==> src/rtl/tx_framer_8b10b_pkg.sv <==
// Shared 8b/10b link-layer definitions: K-symbol bytes, framer states and a
// small symbol record used on the encoder interface.
package tx_framer_8b10b_pkg;

  localparam logic [7:0] K28_5 = 8'hBC;
  localparam logic [7:0] K27_7 = 8'hFB;
  localparam logic [7:0] K29_7 = 8'hFD;
  localparam logic [7:0] K28_0 = 8'h1C;

  typedef enum logic [2:0] {
    ST_ALIGN,
    ST_IDLE,
    ST_SOF,
    ST_DATA,
    ST_EOF
  } state_t;

  typedef struct packed {
    logic       k;
    logic [7:0] data;
  } symbol_t;

  function automatic symbol_t make_sym(input logic k, input logic [7:0] data);
    symbol_t s;
    s.k    = k;
    s.data = data;
    return s;
  endfunction

endpackage

==> src/rtl/tx_framer_8b10b_arb.sv <==
// Two-way round-robin arbiter. The pointer names the preferred requester and
// moves to the other one whenever a grant is taken with the update strobe.
module rr_arb2 (
  input  logic       clk,
  input  logic       rst,
  input  logic [1:0] request,
  input  logic       update,
  output logic [1:0] grant
);

  logic ptr;

  always_comb begin
    grant = 2'b00;
    if (ptr == 1'b0) begin
      if (request[0])      grant = 2'b01;
      else if (request[1]) grant = 2'b10;
    end else begin
      if (request[1])      grant = 2'b10;
      else if (request[0]) grant = 2'b01;
    end
  end

  always_ff @(posedge clk or posedge rst) begin
    if (rst) begin
      ptr <= 1'b0;
    end else if (update && (grant != 2'b00)) begin
      ptr <= grant[0];
    end
  end

endmodule

==> src/rtl/tx_framer_8b10b.sv <==
// Transmit framer feeding an 8b/10b encoder: alignment burst, round-robin
// frame scheduling, SOF/EOF wrapping, underrun fill and inter-frame commas.
module tx_framer_8b10b
  import tx_framer_8b10b_pkg::*;
#(
  parameter int ALIGN_CNT = 16,
  parameter int IDLE_MIN  = 2
) (
  input  logic       clk,
  input  logic       rst,
  input  logic       tx_en,
  input  logic       s0_valid,
  input  logic [7:0] s0_data,
  input  logic       s0_last,
  output logic       s0_ready,
  input  logic       s1_valid,
  input  logic [7:0] s1_data,
  input  logic       s1_last,
  output logic       s1_ready,
  output logic       enc_k_en,
  output logic [7:0] enc_data,
  output logic       link_up,
  output logic       busy,
  output logic [1:0] grant
);

  localparam logic [9:0] ALIGN_LAST = 10'(ALIGN_CNT - 1);
  localparam logic [7:0] IDLE_SAT   = 8'(IDLE_MIN);
  localparam logic [7:0] IDLE_GO    = 8'(IDLE_MIN - 1);

  state_t     state;
  state_t     state_next;
  logic [9:0] align_cnt;
  logic [7:0] idle_cnt;
  logic [1:0] owner;
  logic [1:0] arb_grant;
  logic       start;
  logic       xfer;
  logic       sel_last;
  logic [7:0] sel_data;
  logic       align_done;
  symbol_t    sym_next;
  logic       busy_next;
  logic [1:0] grant_next;
  logic       link_up_next;

  assign s0_ready = (state == ST_DATA) && owner[0];
  assign s1_ready = (state == ST_DATA) && owner[1];

  assign xfer     = (state == ST_DATA) &&
                    ((owner[0] && s0_valid) || (owner[1] && s1_valid));
  assign sel_last = owner[1] ? s1_last : s0_last;
  assign sel_data = owner[1] ? s1_data : s0_data;

  assign align_done = (state == ST_ALIGN) && (align_cnt == ALIGN_LAST);

  // The idle count includes the comma leaving on this cycle, so arbitration
  // fires on the IDLE_MIN-th comma and SOF follows exactly IDLE_MIN commas.
  assign start = (state == ST_IDLE) && (idle_cnt >= IDLE_GO) && tx_en &&
                 (s0_valid || s1_valid);

  rr_arb2 u_arb (
    .clk     (clk),
    .rst     (rst),
    .request ({s1_valid, s0_valid}),
    .update  (start),
    .grant   (arb_grant)
  );

  always_ff @(posedge clk or posedge rst) begin
    if (rst) begin
      state     <= ST_ALIGN;
      align_cnt <= '0;
      idle_cnt  <= '0;
      owner     <= '0;
    end else begin
      state <= state_next;
      if (state == ST_ALIGN) begin
        if (align_done) idle_cnt  <= IDLE_SAT;
        else            align_cnt <= align_cnt + 10'd1;
      end
      if ((state == ST_IDLE) && (idle_cnt < IDLE_SAT)) begin
        idle_cnt <= idle_cnt + 8'd1;
      end
      if (start) begin
        owner <= arb_grant;
      end
      if (state == ST_EOF) begin
        owner    <= '0;
        idle_cnt <= '0;
      end
    end
  end

  always_comb begin
    state_next = state;
    case (state)
      ST_ALIGN: if (align_done) state_next = ST_IDLE;
      ST_IDLE:  if (start) state_next = ST_SOF;
      ST_SOF:   state_next = ST_DATA;
      ST_DATA:  if (xfer && sel_last) state_next = ST_EOF;
      ST_EOF:   state_next = ST_IDLE;
      default:  state_next = ST_ALIGN;
    endcase
  end

  // Each cycle's state or transfer becomes the symbol on the wire next cycle.
  always_comb begin
    sym_next     = make_sym(1'b1, K28_5);
    busy_next    = 1'b0;
    grant_next   = 2'b00;
    link_up_next = link_up | align_done;
    case (state)
      ST_SOF:  sym_next = make_sym(1'b1, K27_7);
      ST_DATA: sym_next = xfer ? make_sym(1'b0, sel_data) : make_sym(1'b1, K28_0);
      ST_EOF:  sym_next = make_sym(1'b1, K29_7);
      default: sym_next = make_sym(1'b1, K28_5);
    endcase
    if ((state == ST_SOF) || (state == ST_DATA) || (state == ST_EOF)) begin
      busy_next  = 1'b1;
      grant_next = owner;
    end
  end

  always_ff @(posedge clk or posedge rst) begin
    if (rst) begin
      enc_k_en <= 1'b1;
      enc_data <= K28_5;
      link_up  <= 1'b0;
      busy     <= 1'b0;
      grant    <= 2'b00;
    end else begin
      enc_k_en <= sym_next.k;
      enc_data <= sym_next.data;
      link_up  <= link_up_next;
      busy     <= busy_next;
      grant    <= grant_next;
    end
  end

endmodule
==> config.mk <==
export PLATFORM = sky130hd
export DESIGN_NAME = tx_framer_8b10b
export DESIGN_NICKNAME = d
export VERILOG_FILES = /design/src/rtl/tx_framer_8b10b_pkg.sv /design/src/rtl/tx_framer_8b10b_arb.sv /design/src/rtl/tx_framer_8b10b.sv
export SDC_FILE = /design/constraint.sdc
export NUM_CORES = 1
export LEC_CHECK = 0
export BUFFER_PORTS_ARGS = -buffer_cell sky130_fd_sc_hd__buf_2
export CORE_AREA = 2 2 62 64
export DETAILED_ROUTE_END_ITERATION = 16
export DIE_AREA = 0 0 64 66
export GPL_TIMING_DRIVEN = 0
export MAX_ROUTING_LAYER = met4
export PLACE_DENSITY = 0.73
export SETUP_SLACK_MARGIN = 0.2
export SYNTH_ARGS = -nofsm -noshare
export SYNTH_HDL_FRONTEND = slang
export SYNTH_HIERARCHICAL = 1
export SYNTH_SLANG_ARGS = --single-unit
==> constraint.sdc <==
create_clock -name clk -period 3.38 [get_ports clk]
set_clock_uncertainty 0.2 [all_clocks]
set_input_delay 0.845 -clock clk [delete_from_list [all_inputs] [get_ports clk]]
set_output_delay 0.845 -clock clk [all_outputs]
set_load 0.02 [all_outputs]
==> flow_metrics.py <==
metrics = {
    "sta": {
        "rsz0062_at_grt": "false",
        "hold_violations": 0,
        "drv_slew": 0,
        "finalCritPeriodShare": 0.834,
        "relSlewSlack": 0.524,
        "hold_slack_ns": 0.134,
        "setup_viol": 0,
        "setup_slack_ns": 0.560,
        "period_needed_ns": 2.82,
        "max_freq_mhz": 355,
        "setup-tns-final_ns": 0,
        "tightest_slew_ns": 0.713,
    },
    "floorplanning": {
        "ios": 38,
        "die_h_um": 66,
        "die_area_um2": 4220,
        "die_x_um": 64,
        "core_area_um2": 3550,
        "rows": 22,
        "start_util": 0.487,
    },
    "power": {
        "ir_drop_uv": 382,
        "power_density_nw_per_um2": 749,
        "p_leak_uw": 0.000973,
        "total_power_uw": 1520,
    },
    "outcome": {
        "status": "complete, no violations",
    },
    "placement": {
        "place_ws_ns": 0.903,
        "hpwlAfterDp_mm": 2.49,
        "routabilityCongestion": 0.782,
        "placed_cells": 243,
        "port_buffers": 37,
    },
    "final_layout": {
        "final_cells": 250,
        "antenna_cells": 0,
        "synthToLayoutAreaGrowth_pct": 17.4,
        "drive_gt1_frac": 0.297,
        "final_nets": 229,
    },
    "worst_setup_path": {
        "critPathMaxFanout": 10,
        "critPathKind": "flip-flop to primary output",
        "required_ns": 2.33,
        "crit_arrival_ns": 1.78,
        "start_kind": "flip-flop",
        "critPathCaptureType": "primary output",
    },
    "routing": {
        "num_vias": 1301,
        "drcViolationCount": 0,
        "ant_nets": 0,
        "avgViaCountPerCell": 5.20,
        "drt_iter0_drc": 38,
        "wl_mm": 3.30,
        "wire_per_inst_um": 13.2,
        "dr.pass1.iters": 4,
    },
    "grt": {
        "antenna_found_initial": 0,
        "grt_overflow": 0,
        "grt_pass1_wl_mm": 5.76,
        "grt_use_total": 0.181,
        "first_global_vias": 1331,
        "grt_max_degree": 37,
    },
    "yosys": {
        "ys.flop_type": "dfrtp_1",
        "async_reset_ff_frac": 1.00,
        "synth_area_leader_cell": "dfrtp_1",
        "yosys_warnings": 6,
        "ys_seq_area_frac": 0.540,
        "yosysUniqueCellTypes": 43,
        "synthTopCellsByArea": "dfrtp_1 45%, dfstp_2 9.1%, o21ai_0 3.2%, ha_1 2.9%, mux2i_1 2.9%",
        "yosys.area.top_type_share": 0.449,
        "synth_seq_cells": 37,
        "syn_inst": 158,
        "syn_area_per_cell_um2": 10.9,
        "synth_edf_count": 0,
        "synth_area_um2": 1730,
        "synth_nets": 185,
    },
    "cts": {
        "postCtsHoldBufs": 0,
        "cts-resized-gates": 0,
        "clkSinkCount": 37,
        "cts_buffers": 5,
        "post_cts_buffers": 0,
        "cts_tree": "built",
        "htree_levels": 2,
        "clockBufferDepth": 2,
        "cts-root-buf": "clkbuf_4",
        "cts.clk_slew.worst_paths_ns": 0.10,
        "insertion_delay_ns": 0.33,
    },
    "run": {
        "maxCapViolCount": 0,
    },
    "min_path": {
        "worstHoldPathType": "input pin to asynchronous set/reset pin",
    },
}
==> cells in the mapped netlist (all sizes together) (3+ instances only) <==
master	instances
a21oi	5
o211ai	3
nor2	8
mux2	3
nand3	9
a31oi	4
clkbuf	5
and3	8
xnor2	5
o21ai	12
ha	4
nand2	4
dfstp	6
dfrtp	31
mux2i	5
nor2b	7
and2	3
inv	9
==> stage by stage <==
step | utilization | cell area, um2
after CTS | 0.571 | 2030
after global routing | 0.571 | 2030
after global placement | 0.556 | 1970
after detailed placement | 0.556 | 1970
after floorplan | - | 1730
final | 0.571 | 2030
==> critical path, stage by stage (launching register included) <==
cell,delay (ns)
dfrtp_1,0.33
clkbuf_1,0.27
clkbuf_1,0.45
and3_1,0.23
buf_2,0.16
==> placed cells by master (no fill, tap or decap), types with 2 or more instances in the layout <==
| master | count |
|---|---|
| a211o_1 | 2 |
| a21oi_1 | 5 |
| a31oi_1 | 4 |
| and2_1 | 3 |
| and3_1 | 7 |
| buf_2 | 37 |
| clkbuf_1 | 6 |
| clkbuf_4 | 5 |
| dfrtp_1 | 31 |
| dfstp_2 | 6 |
| ha_1 | 4 |
| inv_1 | 8 |
| mux2_2 | 3 |
| mux2i_1 | 5 |
| nand2_1 | 4 |
| nand3_1 | 9 |
| nand4_1 | 2 |
| nor2_1 | 8 |
| nor2b_1 | 7 |
| nor3_1 | 2 |
| o211ai_1 | 3 |
| o21ai_0 | 11 |
| o21bai_1 | 2 |
| xnor2_1 | 5 |
==> routing by layer <==
layer | global-route usage | up-vias | routed length (um) | share of wire
met3 | 0.0375 | 11 | 171 | 0.052
met4 | 0.0978 | 0 | 98 | 0.030
li1 | - | 652 | - | -
met5 | - | - | 0 | 0
met2 | 0.297 | 38 | 1560 | 0.47
met1 | 0.210 | 600 | 1470 | 0.45
==> state kept, by name (all words and copies together) (netlist names) <==
| name | flops |
|---|---|
| state | 3 |
| align_cnt | 10 |
| owner | 2 |
| u_arb/ptr | 1 |
| busy | 1 |
| grant | 2 |
| enc_k_en | 1 |
| idle_cnt | 8 |
| enc_data | 8 |
| link_up | 1 |
==> final timing paths <==
check / from / end / slack [ns] / cells after the start
hold reg to reg: link_up$_DFF_PP0_ / link_up$_DFF_PP0_ / 0.27 / 1
setup / recovery: owner[1]$_DFFE_PP0P_ / s1_ready / 0.56 / 4
max in group asynchronous: rst / align_cnt[5]$_DFFE_PP0P_ / 2.09 / 2
min in group clk: link_up$_DFF_PP0_ / link_up$_DFF_PP0_ / 0.27 / 1
hold / removal: rst / u_arb/ptr$_DFFE_PP0P_ / 0.13 / 2
setup reg to reg: align_cnt[7]$_DFFE_PP0P_ / idle_cnt[5]$_DFFE_PP0P_ / 1.21 / 4
==> power by group <==
group          leakage, uW  internal (uW)  switching, uW
registers         0.000465            586           84.7
logic             0.000477            253            366
clock network    0.0000314           98.2            131
total             0.000973            937            581
==> kinds of logic (layout without fill, tap and decap cells) <==
logic type / count (synthesis) / in the layout / share of synthesized area
multiplexers: 8 / 8 / 0.0485
buffers and inverters: 14 / 58 / 0.0304
AND/OR/NAND/NOR: 54 / 54 / 0.193
adder cells (fa/ha/maj): 4 / 4 / 0.0290
flip-flops: 37 / 37 / 0.540
AO/OA/AOI/OAI: 35 / 35 / 0.128
XOR/XNOR: 6 / 6 / 0.0304
==> area by class of cell <==
cell class                 count  area [um2]
fill                         307        1520
inverter                       9        33.8
multi-input combinational    107         742
timing repair buffer          37         185
tap                           48        60.1
clock buffer                   7        55.1
sequential                    37         933
buffer                         5        18.8
Power figures use the tool's default switching activity.
